===== config.mk =====
export PLATFORM = sky130hd
export DESIGN_NAME = truth_table_sweeper_flat
export DESIGN_NICKNAME = d
export VERILOG_FILES = /design/src/rtl/truth_table_sweeper_if.sv /design/src/rtl/truth_table_sweeper.sv /design/src/flat_wrapper.sv
export SDC_FILE = /design/constraint.sdc
export NUM_CORES = 1
export LEC_CHECK = 0
export CAP_MARGIN = 20
export CORE_ASPECT_RATIO = 0.5
export CORE_MARGIN = 5
export CORE_UTILIZATION = 47
export CTS_BUF_LIST = sky130_fd_sc_hd__clkbuf_2 sky130_fd_sc_hd__clkbuf_4 sky130_fd_sc_hd__clkbuf_8
export CTS_CLUSTER_SIZE = 12
export DETAILED_ROUTE_END_ITERATION = 12
export PLACE_DENSITY = 0.75
export SKIP_CTS_REPAIR_TIMING = 1
export SYNTH_ARGS = -nofsm -noshare
export SYNTH_HDL_FRONTEND = slang
export SYNTH_SLANG_ARGS = --single-unit

===== constraint.sdc =====
create_clock -name clk -period 1.9 [get_ports clk]
set_clock_uncertainty 0.05 [all_clocks]
set_input_delay 0.38 -clock clk [delete_from_list [all_inputs] [get_ports clk]]
set_output_delay 0.38 -clock clk [all_outputs]
set_load 0.01 [all_outputs]

===== src/rtl/truth_table_sweeper_if.sv =====
// Sweep control/result bundle between the sweeper and its driver/observer.
// The master drives start/expected and the circuit output; the slave walks the patterns.
interface truth_table_sweeper_if #(
  parameter int N_IN = 3
);
  localparam int NP = 1 << N_IN;

  logic            start;
  logic [NP-1:0]   expected;
  logic            dut_out;
  logic [N_IN-1:0] pattern;
  logic            busy;
  logic            done;
  logic [NP-1:0]   table_out;
  logic [N_IN:0]   mismatch_count;
  logic            pass;

  modport master (
    output start, expected, dut_out,
    input  pattern, busy, done, table_out, mismatch_count, pass
  );

  modport slave (
    input  start, expected, dut_out,
    output pattern, busy, done, table_out, mismatch_count, pass
  );
endinterface


===== src/rtl/truth_table_sweeper.sv =====
// Walks all 2^N_IN input patterns, holds each HOLD clocks, samples and scores the truth table.
// busy lasts 2^N_IN*HOLD cycles then done pulses once; start is ignored (not queued) unless idle.
module truth_table_sweeper #(
  parameter int N_IN = 3,
  parameter int HOLD = 2
) (
  input  logic                  clk,
  input  logic                  rst,
  truth_table_sweeper_if.slave  sw
);
  localparam int NP = 1 << N_IN;
  localparam int HW = (HOLD > 1) ? $clog2(HOLD) : 1;

  typedef enum logic [1:0] {S_IDLE, S_DRIVE, S_FINISH} state_t;

  state_t          r_state, w_state_nxt;
  logic [HW-1:0]   r_hold, w_hold_nxt;
  logic [N_IN-1:0] r_pattern, w_pattern_nxt;
  logic [NP-1:0]   r_exp, w_exp_nxt;
  logic [NP-1:0]   r_table, w_table_nxt;
  logic [N_IN:0]   r_mm, w_mm_nxt;
  logic            r_pass, w_pass_nxt;
  logic            w_sample;
  logic            w_miss;

  always_ff @(posedge clk or posedge rst) begin
    if (rst) begin
      r_state   <= S_IDLE;
      r_hold    <= '0;
      r_pattern <= '0;
      r_exp     <= '0;
      r_table   <= '0;
      r_mm      <= '0;
      r_pass    <= 1'b0;
    end else begin
      r_state   <= w_state_nxt;
      r_hold    <= w_hold_nxt;
      r_pattern <= w_pattern_nxt;
      r_exp     <= w_exp_nxt;
      r_table   <= w_table_nxt;
      r_mm      <= w_mm_nxt;
      r_pass    <= w_pass_nxt;
    end
  end

  always_comb begin
    w_state_nxt   = r_state;
    w_hold_nxt    = r_hold;
    w_pattern_nxt = r_pattern;
    w_exp_nxt     = r_exp;
    w_table_nxt   = r_table;
    w_mm_nxt      = r_mm;
    w_pass_nxt    = r_pass;
    w_sample      = (r_hold == HW'(HOLD - 1));
    w_miss        = (sw.dut_out != r_exp[r_pattern]);

    case (r_state)
      S_IDLE: begin
        if (sw.start) begin
          w_exp_nxt     = sw.expected;
          w_table_nxt   = '0;
          w_mm_nxt      = '0;
          w_pass_nxt    = 1'b0;
          w_hold_nxt    = '0;
          w_pattern_nxt = '0;
          w_state_nxt   = S_DRIVE;
        end
      end
      S_DRIVE: begin
        if (!w_sample) begin
          w_hold_nxt = r_hold + HW'(1);
        end else begin
          w_hold_nxt             = '0;
          w_table_nxt[r_pattern] = sw.dut_out;
          if (w_miss) w_mm_nxt = r_mm + (N_IN + 1)'(1);
          // Last pattern leaves DRIVE, so the increment below never wraps.
          if (r_pattern == {N_IN{1'b1}}) begin
            w_state_nxt = S_FINISH;
            w_pass_nxt  = (w_mm_nxt == '0);
          end else begin
            w_pattern_nxt = r_pattern + N_IN'(1);
          end
        end
      end
      S_FINISH: begin
        w_state_nxt   = S_IDLE;
        w_pattern_nxt = '0;
      end
      default: w_state_nxt = S_IDLE;
    endcase
  end

  assign sw.pattern        = r_pattern;
  assign sw.busy           = (r_state == S_DRIVE);
  assign sw.done           = (r_state == S_FINISH);
  assign sw.table_out      = r_table;
  assign sw.mismatch_count = r_mm;
  assign sw.pass           = r_pass;
endmodule


===== src/flat_wrapper.sv =====
// flat-port wrapper written by rule: the top's interface ports become plain ports
module truth_table_sweeper_flat 
#(
  parameter int N_IN = 3,
  parameter int HOLD = 2
)
  (clk, rst, sw_start, sw_expected, sw_dut_out, sw_pattern, sw_busy, sw_done, sw_table_out, sw_mismatch_count, sw_pass);
  truth_table_sweeper_if #(.N_IN(N_IN)) sw_i ();
  input  logic clk;
  input  logic rst;
  input wire logic [$bits(sw_i.start)-1:0] sw_start;
  input wire logic [$bits(sw_i.expected)-1:0] sw_expected;
  input wire logic [$bits(sw_i.dut_out)-1:0] sw_dut_out;
  output wire logic [$bits(sw_i.pattern)-1:0] sw_pattern;
  output wire logic [$bits(sw_i.busy)-1:0] sw_busy;
  output wire logic [$bits(sw_i.done)-1:0] sw_done;
  output wire logic [$bits(sw_i.table_out)-1:0] sw_table_out;
  output wire logic [$bits(sw_i.mismatch_count)-1:0] sw_mismatch_count;
  output wire logic [$bits(sw_i.pass)-1:0] sw_pass;
  assign sw_i.start = sw_start;
  assign sw_i.expected = sw_expected;
  assign sw_i.dut_out = sw_dut_out;
  assign sw_pattern = sw_i.pattern;
  assign sw_busy = sw_i.busy;
  assign sw_done = sw_i.done;
  assign sw_table_out = sw_i.table_out;
  assign sw_mismatch_count = sw_i.mismatch_count;
  assign sw_pass = sw_i.pass;
  truth_table_sweeper #(.N_IN(N_IN), .HOLD(HOLD)) u_core (.clk(clk), .rst(rst), .sw(sw_i));
endmodule

# Word-level counts from Yosys, hierarchy flattened

Index checks and enable logic that the tools add are counted.

Div/mod/pow operators: 0
Shifts and indexed selects: 0
Reduce and logical (&&, ||, !) cells: 11
Eq/ne operators: 8
Order comparisons: 2
$add $sub $neg: 3
Bitwise gates (word level): 0
Mux-type cells: 28
Multipliers: 0

Operators by type and width:

| operator                                                                      | number |
|---|---|
| 4-bit two-way mux                                                             | 5 |
| 8-bit two-way mux                                                             | 2 |
| 8-bit case mux with 2 select lines                                            | 1 |
| 3-bit two-way mux                                                             | 3 |
| 3-bit case mux with 3 select lines                                            | 1 |
| 8-bit bitwise mux                                                             | 1 |
| 4-bit case mux with 2 select lines                                            | 1 |
| 4-bit AND reduction                                                           | 2 |
| 1-bit two-way mux                                                             | 6 |
| 2-bit two-way mux                                                             | 3 |
| 3-bit AND reduction                                                           | 2 |
| 4-bit by 1-bit adder with 4-bit output (second input constant)                | 1 |
| 4-bit zero test                                                               | 1 |
| 3-bit by 4-bit less-than comparator with 1-bit output (second input constant) | 1 |
| 2-bit by 1-bit != test with 1-bit output (second input constant)              | 2 |
| 2-bit != test (second input constant)                                         | 2 |
| 1-bit case mux with 2 select lines                                            | 2 |
| 2-bit case mux with 2 select lines                                            | 1 |
| 2-bit AND reduction                                                           | 2 |
| 3-bit by 1-bit adder with 3-bit output (second input constant)                | 1 |
| 1-bit binary-select mux with 3-bit select                                     | 1 |
| 1-bit demux with 3-bit select                                                 | 1 |
| 3-bit == test (second input constant)                                         | 1 |
| 3-bit by 1-bit >= comparator with 1-bit output (second input constant)        | 1 |
| other kinds (8)                                                               | 8 |

RAM bits: 0
Input bits: 12
Logic and storage cells: 59
Bits in read-only memories: 0
Output and inout port bits: 18
Latch bits: 0
Memories kept: 0
Bits in registers: 27

# Depth between registers and ports, before layout

Gate-level depths: netlist of run 1.

Word-level depth: 10
Mapped depth: 7
Depth with buffers taken out: 5

# Worst setup path after synthesis of run 1

No wires, ideal clock.

Path type: reg2reg
Start point: register u_core.r_pattern[0] (netlist: u_core.sw.pattern[0])
End point: register u_core.r_pass (netlist: u_core.sw.pass)
Period minus slack after synthesis: 2.007 ns
Arrival time: 1.828 ns
Required time: 1.722 ns
Setup time: 0.128 ns
Buffers on the path: 0
Setup slack: -0.107 ns
Stages on the path, launching flop included: 6
Cells stage by stage: dfrtp_1 > mux4_1 > mux2i_4 > mux2i_1 > mux2i_1 > o31ai_1

Word-level cells in the longest chain between the ends: 10
Elaborated cells on any way between the ends: 13
Those cells by class: 3 x eq/ne; 8 x mux; 2 x reduce/logical

Ends and longest elaborated chain:

| element                                   | RTL line                  | text |
|---|---|---|
| start: declaration                        | truth_table_sweeper.sv:18 | `logic [N_IN-1:0] r_pattern, w_pattern_nxt;` |
| start signal: assignment                  | truth_table_sweeper.sv:38 | `r_pattern <= w_pattern_nxt;` |
| 1-bit binary-select mux with 3-bit select | truth_table_sweeper.sv:55 | `w_miss = (sw.dut_out != r_exp[r_pattern]);` |
| 1-bit two-way mux (not written as such)   | truth_table_sweeper.sv:55 |  |
| 1-bit != test                             | truth_table_sweeper.sv:55 |  |
| 4-bit two-way mux                         | truth_table_sweeper.sv:75 | `if (w_miss) w_mm_nxt = r_mm + (N_IN + 1)'(1);` |
| 4-bit two-way mux                         | truth_table_sweeper.sv:70 | `if (!w_sample) begin` |
| 4-bit two-way mux                         | truth_table_sweeper.sv:57 | `case (r_state)` |
| 4-bit zero test                           | truth_table_sweeper.sv:79 | `w_pass_nxt = (w_mm_nxt == '0);` |
| 1-bit two-way mux                         | truth_table_sweeper.sv:77 | `if (r_pattern == {N_IN{1'b1}}) begin` |
| 1-bit two-way mux                         | truth_table_sweeper.sv:70 |  |
| 1-bit case mux with 2 select lines        | truth_table_sweeper.sv:57 |  |
| end signal: assignment                    | truth_table_sweeper.sv:42 | `r_pass <= w_pass_nxt;` |
| end: declaration                          | truth_table_sweeper.sv:22 | `logic r_pass, w_pass_nxt;` |

Several ways; a longest one is shown, not always the timed one. The select of a mux whose other input is x is not followed.
A chain may end at the register's enable or synchronous reset.

# Worst setup path in the final report of run 1

Start point: register u_core.r_pattern[0] (netlist: u_core.sw.pattern[0])
End point: register u_core.r_mm[2] (netlist: u_core.sw.mismatch_count[2])

Word-level cells in the longest chain between the ends: 8

Ends and longest elaborated chain:

| element                                   | RTL line                  | text |
|---|---|---|
| 1-bit binary-select mux with 3-bit select | truth_table_sweeper.sv:55 |  |
| 1-bit two-way mux (not written as such)   | truth_table_sweeper.sv:55 |  |
| 1-bit != test                             | truth_table_sweeper.sv:55 |  |
| 4-bit two-way mux                         | truth_table_sweeper.sv:75 |  |
| 4-bit two-way mux                         | truth_table_sweeper.sv:70 |  |
| 4-bit two-way mux                         | truth_table_sweeper.sv:57 |  |
| 4-bit two-way mux                         | truth_table_sweeper.sv:70 |  |
| 4-bit case mux with 2 select lines        | truth_table_sweeper.sv:57 |  |
| end signal: assignment                    | truth_table_sweeper.sv:41 | `r_mm <= w_mm_nxt;` |
| end: declaration                          | truth_table_sweeper.sv:21 | `logic [N_IN:0] r_mm, w_mm_nxt;` |

No other way between the ends. The select of a mux whose other input is x is not followed.

==> impl_metrics.yaml, run 1 <==
global_route:
  grt_max_degree: 28
  grt_use_total_pct: 14.4
  antenna_found_initial: 0
  grt_pass1_wl_um: 4850
  overflow: 0
  grt_pass1_vias: 996
die:
  die_h_um: 48.9
  die_area_um2: 4300
  chipWidth_um: 87.8
  core_um2: 2960
  initial_utilization_pct: 48.1
  boundaryPins: 30
  rows: 14
synth:
  syn_inst: 128
  yosysSeqAreaShare_pct: 47.5
  synth_top_area_share_pct: 47.5
  syn_avg_cell_area_um2: 11.1
  syn-num-nets: 143
  netlist_area_um2: 1420
  synth_warnings: 0
  synth_top_area_cell: "dfrtp_1"
  synth_edf_count: 0
  async_reset_ff_share_pct: 100
  yosysUniqueCellTypes: 37
  ys.flop_type: "dfrtp_1"
  yosysMostFrequentCell: "dfrtp_1"
  synth_commonest_cells: "dfrtp_1 (27), nand2_1 (8), o21ai_0 (8), a22o_1 (7), nor2_1 (7)"
  synthTopCellsByArea: "dfrtp_1 (47%), mux2_2 (4.7%), a22o_1 (4.3%)"
  synth-seq-cells: 27
cts:
  cts_max_path_buffers: 2
  h-tree-depth: 1
  path_clk_slew_ps: 80
  cts_tree: "built"
  clock-sinks: 27
  numCtsBuffers: 3
  clk_latency_ps: 270
  cts-root-buf: "clkbuf_8"
timing:
  finalSetupViolations: 5
  finalCriticalPeriod_ps: 2030
  tightest_slew_ps: 336
  slew_headroom_pct: 77.6
  period_share_pct: 107
  rsz0062_at_grt: "true"
  worst_slack_ps: -126
  drv_slew: 0
  hold_viol_final: 0
  fmaxAchievable_mhz: 494
finish:
  design_area_um2: 1870
  fin_util_pct: 63.3
  area_delta_synth_final_pct: 31.5
  drive_above_1_share_pct: 20.7
  antennaDiodeCount: 0
  nets: 180
placed_design:
  place.gp.congestion: 0.850
  port_buffers: 29
  post-place-ws_ps: -88.5
  dp_hpwl_um: 2230
  place_area_um2: 1780
routing:
  postRouteAntennaNets: 0
  viasPerCell: 5.42
  wl_per_cell_um: 14.6
  vias: 1106
  dr.pass1.iters: 4
  drc_errors: 0
  drt-total-wl_um: 2980
  drt_iter0_drc: 58
power_and_ir_drop:
  powerDensity_nw_per_um2: 1610
  vdd_drop_max_mv: 0.744
  p_sw_mw: 1.14
  internal_power_mw: 1.88
  clkPwrFrac_pct: 10.9
  power.leakage_nw: 0.791
  seqPwrFrac_pct: 34.3
  sw_frac_of_total_pct: 37.7
  combPwrFrac_pct: 54.8
run_status:
  status: "finished, violations left"
  violations: "setup timing"
worst_setup_path:
  crit_path_start: "u_core.sw.pattern[0]$_DFFE_PP0P_"
  r2r-start: "u_core.sw.pattern[0]$_DFFE_PP0P_"
  endpoint: "u_core.sw.mismatch_count[2]$_DFFE_PP0P_"
  critPathArrivalTime_ps: 2160
  worstPathRequired_ps: 2040
  worstRegToRegCells: 6
  r2r_slack_ps: -130
  path_class: "reg -> reg"
  endpoint_kind: "flop"
  path_max_fanout: 4
  r2r_end: "u_core.sw.mismatch_count[2]$_DFFE_PP0P_"
  startpoint_type: "flop"
flow_run:
  cap_violations: 0
min_path:
  hold_class: "in -> async"
[layer usage]
metal  track usage (%)  share of wire (%)
met1              20.1                 46
met2              22.3                 47
met3              3.54                6.5
met4              3.83                  0
met5                 0                  0
[cell type report]
cell class / instances / area [um^2]
Clock buffer: 4 / 48.8
Fill cell: 244 / 1090
Inverter: 3 / 11.3
Multi-Input combinational cell: 92 / 723
Sequential cell: 27 / 679
Tap cell: 40 / 50.0
Timing Repair Buffer: 38 / 360
[power groups by stage]
stage	Sequential (mW)	Clock, mW	Combinational, mW
floorplan	1.05	0	1.02
global placement	1.03	0	1.55
detailed placement	1.04	0	1.58
CTS	1.03	0.343	1.59
global route	1.07	0.364	1.79
finish	1.03	0.329	1.66
[cells by family after synthesis]
| logic type | share of synthesized area, % |
|---|---|
| compound gates | 14.4 |
| mux | 15.3 |
| xor+xnor | 2.37 |
| fa+ha+maj | 2.64 |
| buf+inv | 3.78 |
| flops | 47.5 |
| simple gates | 14.1 |
[cells in the final DEF, fill, tap and decap left out, drive strengths merged]
cell type,count
clkdlybuf4s50,28
dfrtp,27
o21ai,14
mux2,10
buf,9
nand2,9
a22o,7
nor2,7
nor2b,4
nand2b,4
a21oi,4
clkbuf,4
mux2i,4
nor3,3
inv,3
ha,3
and2,3
mux4,2
nand3,2
o31ai,2
xnor2,2
nor3b,2
a31oi,2
and2b,1
or2,1
nand4,1
a31o,1
or3,1
xor2,1
a21o,1
a32o,1
dlymetal6s2s,1
[sequential cells by signal (all words and copies together), names as in the netlist]
signal,flops
u_core.sw.mismatch_count,4
u_core.sw.table_out,8
u_core.r_hold,1
u_core.r_exp,8
u_core.sw.pattern,3
u_core.r_state,2
u_core.sw.pass,1
[worst max-delay path: stages (launching register included)]
cell and delay, ps:
dfrtp_2 420, mux4_2 540, mux2i_4 260, mux2i_4 310, buf_4 140, a21oi_2 60
a31oi_2 160
[worst min-delay path by stage]
stage	from	end	slack [ps]	depth (start not counted)
floorplan	rst	u_core.r_exp[0]$_DFFE_PP0P_	380	1
global placement	u_core.r_exp[1]$_DFFE_PP0P_	u_core.r_exp[1]$_DFFE_PP0P_	420	1
detailed placement	u_core.r_exp[0]$_DFFE_PP0P_	u_core.r_exp[0]$_DFFE_PP0P_	420	1
CTS	rst	u_core.r_exp[2]$_DFFE_PP0P_	420	3
global route	rst	u_core.r_exp[0]$_DFFE_PP0P_	470	3
finish	rst	u_core.r_exp[0]$_DFFE_PP0P_	410	3
[per-stage QoR]
step / hold slack (ps) / std cells / power, mW / setup TNS, ps
after floorplan: 383 / 128 / 2.08 / 0
after global placement: 417 / 199 / 2.57 / -163
after detailed placement: 424 / 199 / 2.62 / -302
after CTS: 421 / 203 / 2.97 / -321
after global routing: 469 / 204 / 3.22 / -747
final: 414 / 204 / 3.02 / -406
(Power assumes the default switching activity.)
==> inputs of run 2 (changes only) <==
ABC_CLOCK_PERIOD_IN_PS = 1900   (was unset)
CAP_MARGIN = 10   (was 20)
SLEW_MARGIN = 20   (was unset)
==> results of run 2 <==
No change in the layout: final DEF, timing and power equal those of run 1.
==> inputs of run 3 (changes only) <==
CORE_UTILIZATION = 45   (was 47)
PLACE_DENSITY = 0.74   (was 0.75)
==> impl_metrics.yaml, run 3 (same netlist as run 1, synthesis figures left out) <==
run_status:
  status: "finished, violations left"
  violations: "setup timing"
finish:
  layout_common_cells: "clkdlybuf4s50_1 (27), dfrtp_1 (25), buf_4 (10)"
  fin_util_pct: 61.6
  nets: 181
  antennaDiodeCount: 0
  mostFrequentLayoutCell: "clkdlybuf4s50_1"
  design_area_um2: 1860
  area_delta_synth_final_pct: 30.4
  drive_above_1_share_pct: 19.4
cts:
  numCtsBuffers: 3
  path_clk_slew_ps: 90
  cts_tree: "built"
  cts_max_path_buffers: 2
  clock-sinks: 27
  h-tree-depth: 1
  cts-root-buf: "clkbuf_8"
  clk_latency_ps: 270
global_route:
  grt_pass1_vias: 1034
  grt_use_total_pct: 14.5
  use_met3_pct: 3.99
  grt_most_used_layer: "met2"
  antenna_found_initial: 0
  grt_max_degree: 28
  grt_util_met1_pct: 20.6
  grt_pass1_wl_um: 4990
  overflow: 0
  gr-usage-met2_pct: 21.6
worst_setup_path:
  path_max_fanout: 4
  worstPathRequired_ps: 2000
  endpoint_kind: "flop"
  r2r-start: "u_core.sw.pattern[0]$_DFFE_PP0P_"
  crit_path_start: "u_core.sw.pattern[0]$_DFFE_PP0P_"
  startpoint_type: "flop"
  path_class: "reg -> reg"
  critPathArrivalTime_ps: 2080
die:
  initial_utilization_pct: 47.3
  rows: 14
  die_area_um2: 4460
  boundaryPins: 30
  die_h_um: 49.8
  chipWidth_um: 89.6
  core_um2: 3010
timing:
  rsz0062_at_grt: "true"
  hold_viol_final: 0
  tightest_slew_ps: 381
  period_share_pct: 104
  finalCriticalPeriod_ps: 1980
  fmaxAchievable_mhz: 504
  drv_slew: 0
  worst_slack_ps: -82.5
  finalSetupViolations: 5
  slew_headroom_pct: 74.5
power_and_ir_drop:
  combPwrFrac_pct: 54.2
  seqPwrFrac_pct: 34.7
  sw_frac_of_total_pct: 38.0
  power.leakage_nw: 0.813
  powerDensity_nw_per_um2: 1600
  clkPwrFrac_pct: 11.1
  vdd_drop_max_mv: 0.670
  p_sw_mw: 1.12
  internal_power_mw: 1.84
flow_run:
  cap_violations: 0
placed_design:
  place.gp.congestion: 0.764
  place_area_um2: 1790
  dp_hpwl_um: 2220
  post-place-ws_ps: -98.5
  port_buffers: 29
routing:
  wl_per_cell_um: 14.3
  viasPerCell: 5.45
  drt-total-wl_um: 2940
  postRouteAntennaNets: 0
  drt_iter0_drc: 56
  dr.pass1.iters: 4
  vias: 1117
  drc_errors: 0
min_path:
  hold_class: "in -> async"
run 3: cell count changes in the layout (fill, tap and decap cells not counted):
cell | before | now
a31oi_1 | 1 | 2
mux2i_2 | 0 | 1
nand2b_4 | 1 | 0
dfrtp_2 | 3 | 2
clkdlybuf4s50_1 | 28 | 27
a31oi_2 | 1 | 0
buf_4 | 9 | 10
clkinv_2 | 0 | 1
nand2b_1 | 3 | 4
dlymetal6s2s_1 | 1 | 2
mux2i_4 | 2 | 1
dfrtp_1 | 24 | 25
clkbuf_4 | 1 | 0
run 3: layer usage:
layer  up-vias  share of wire [%]
li1        535                  -
met1       544                 47
met2        36                 46
met3         2                5.6
met4         0               0.92
met5         -                  0
run 3: path summary, 6_finish.rpt:
kind	depth (start not counted)	slack (ps)	to
max	6	-80	u_core.sw.mismatch_count[2]$_DFFE_PP0P_
min	3	400	u_core.r_exp[5]$_DFFE_PP0P_
max reg2reg	6	-80	u_core.sw.mismatch_count[2]$_DFFE_PP0P_
min reg2reg	1	450	u_core.r_exp[0]$_DFFE_PP0P_
max in group asynchronous	3	1130	u_core.r_state[0]$_DFFE_PP0P_
min in group clk	1	450	u_core.r_exp[0]$_DFFE_PP0P_
run 3: power by group through the flow:
| stage | sequential (mW) | clock, mW | combinational (mW) |
|---|---|---|---|
| floorplan | 1.05 | 0 | 1.02 |
| CTS | 1.03 | 0.339 | 1.59 |
| finish | 1.03 | 0.328 | 1.61 |
| global placement | 1.03 | 0 | 1.55 |
| global route | 1.08 | 0.363 | 1.75 |
| detailed placement | 1.04 | 0 | 1.59 |
run 3: final cells by class:
cell class                 instances  area [um^2]
fill                             259         1160
sequential                        27          678
multi-input combinational         92          701
inverter                           3         11.3
timing repair buffer              39          370
clock inverter                     1         5.00
tap                               40         50.0
clock buffer                       3         41.3
run 3: metrics by stage:
step | hold slack, ps | cells | power (mW) | TNS, ps
after floorplan | 383 | 128 | 2.08 | 0
after global placement | 416 | 200 | 2.58 | -360
after detailed placement | 424 | 200 | 2.63 | -562
after CTS | 408 | 204 | 2.96 | -317
after global routing | 422 | 205 | 3.19 | -697
final | 399 | 205 | 2.96 | -264
run 3: critical path, cell delays in order, from the launching register on:
cell	delay [ps]
dfrtp_2	420
mux4_2	540
mux2i_4	240
mux2i_2	290
buf_4	150
nand2b_1	90
a31oi_1	80
==> variant, RTL diff (settings of run 1) <==
Encoding of `state_t`: now one-hot (3 bits for 3 states).
--- a/src/rtl/truth_table_sweeper.sv
+++ b/src/rtl/truth_table_sweeper.sv
@@ -11,7 +11,7 @@
   localparam int NP = 1 << N_IN;
   localparam int HW = (HOLD > 1) ? $clog2(HOLD) : 1;
 
-  typedef enum logic [1:0] {S_IDLE, S_DRIVE, S_FINISH} state_t;
+  typedef enum logic [2:0] {S_IDLE = 3'b001, S_DRIVE = 3'b010, S_FINISH = 3'b100} state_t;
 
   state_t          r_state, w_state_nxt;
   logic [HW-1:0]   r_hold, w_hold_nxt;
Formal check against the unedited RTL: no difference found for any inputs over 10 cycles, from zero or initial values and one cycle with rst high; not proved beyond that.
==> variant against run 1 <==
  * Setup slack better by 0.031 ns
  * Wire length is 12% higher
  * Sequential cell count is 1 higher
  * The flow still finishes with violations (negative setup slack)
  * Design area is 6.0% higher
  * Power is 26% lower
  * Cell count is 6.4% higher
  * Synthesized cell count is 7.0% higher
  * Area after synthesis is 2.4% lower
==> variant: results (changes against run 1) <==
stage	metric	value	unit	change
placed_design	post_dp_cell_area	1800	um2	was 1780 um2
synth	synth_xor_area_frac	0.00630		was 0.0237
power	pg_clk	0.000377	W	was 0.000329 W
run_status	violations	negative setup slack		unchanged
global_routing	wire_length_of_the_first_global_routing_pass	5.19	mm	was 4.85 mm
synth	synth_compound_gate_area_share	0.162		was 0.144
synth	ys_seq_area_frac	0.505		was 0.475
synth	synthDistinctLibCells	34		was 37
timing	final_critical_path_setup_slack	-0.0947	ns	was -0.126 ns
detailed_routing	drt-vias-per-instance	5.45		was 5.42
worst_setup_path	crit_path_end	u_core.sw.pass		was u_core.sw.mismatch_count[2]
cts	clock_transition_time_at_the_flip_flop_clock_pins_of_the_worst_setup_and_hold_paths	0.10	ns	was 0.08 ns
run_status	run_status	finished with violations		unchanged
synth	synth_mux_area_frac	0.118		was 0.153
timing	setup_viol_count_final	2		was 5
layout	design.final.nets	196		was 180
timing	timing.setup.tns	-0.0984	ns	was -0.406 ns
worst_setup_path	crit_fanout	5		was 4
power	design_power_total	0.00225	W	was 0.00302 W
global_routing	grt.total_usage	0.154		was 0.144
global_routing	vias_in_the_first_global_route	1074		was 996
global_routing	maximum_number_of_pins_on_one_net_before_global_route_repair	20		was 28
synth	yosys.area_share.adder	0.0270		was 0.0264
power	p_switching	0.000754	W	was 0.00114 W
power	vdd_drop_max	780	uV	was 744 uV
timing	max-slew-margin-rel	0.710		was 0.776
power	leakage_power	0.882	nW	was 0.791 nW
power	sequentialPowerShare	0.382		was 0.343
synth	postSynthNetCount	152		was 143
layout	post_route_cells_drive_above_1_share	0.244		was 0.207
detailed_routing	postRouteWirelength	3.33	mm	was 2.98 mm
worst_setup_path	r2r_end	u_core.sw.pass		was u_core.sw.mismatch_count[2]
synth	synth_top_cells_by_count	27 x dfrtp_1, 19 x o21ai_0, 14 x nor2_1		was 27 x dfrtp_1, 8 x nand2_1, 8 x o21ai_0
## variant: cell count changes in the layout (fill, tap and decap cells not counted), sizes merged, moves of 4 or more
| cell | change |
|---|---|
| nor2b | -4 |
| buf | +8 |
| a22o | -5 |
| nor2 | +7 |
| nand3 | +5 |
| o21ai | +6 |
| nand3b | +4 |
## variant: cell type report
| type | count | area [um2] |
|---|---|---|
| flip-flops and latches | 28 | 703 |
| inverters | 6 | 22.5 |
| multi-input cells | 96 | 712 |
| repair buffers | 46 | 447 |
| fillers | 179 | 731 |
| clock buffers | 4 | 55.1 |
| well taps | 37 | 46.3 |
## variant: cells by family after synthesis
| family | Yosys count |
|---|---|
| mux | 12 |
| fa+ha+maj | 3 |
| xor+xnor | 1 |
| compound gates | 38 |
| flops | 28 |
| buf+inv | 14 |
| simple gates | 41 |
## variant: worst register-to-register path, cell delays in order (launching register included)
cell	delay [ns]
dfrtp_2	0.42
mux4_2	0.54
mux2i_4	0.22
buf_6	0.15
xnor2_4	0.13
buf_4	0.15
nand4_1	0.08
nand3_1	0.09
o2bb2ai_1	0.11
## variant: metrics by stage
step / std cells / hold WS, ns
after CTS: 213 / 0.368
final: 217 / 0.356
after floorplan: 137 / 0.395
after global routing: 217 / 0.394
after detailed placement: 209 / 0.447
after global placement: 209 / 0.440
## variant: metal layers
layer / routed length [um] / GRT usage / up-vias
met3: 178 / 0.0388 / 2
met1: 1500 / 0.215 / 567
met2: 1640 / 0.243 / 37
li1: - / - / 577
met4: 14 / 0.0311 / 0
met5: 0 / 0 / -
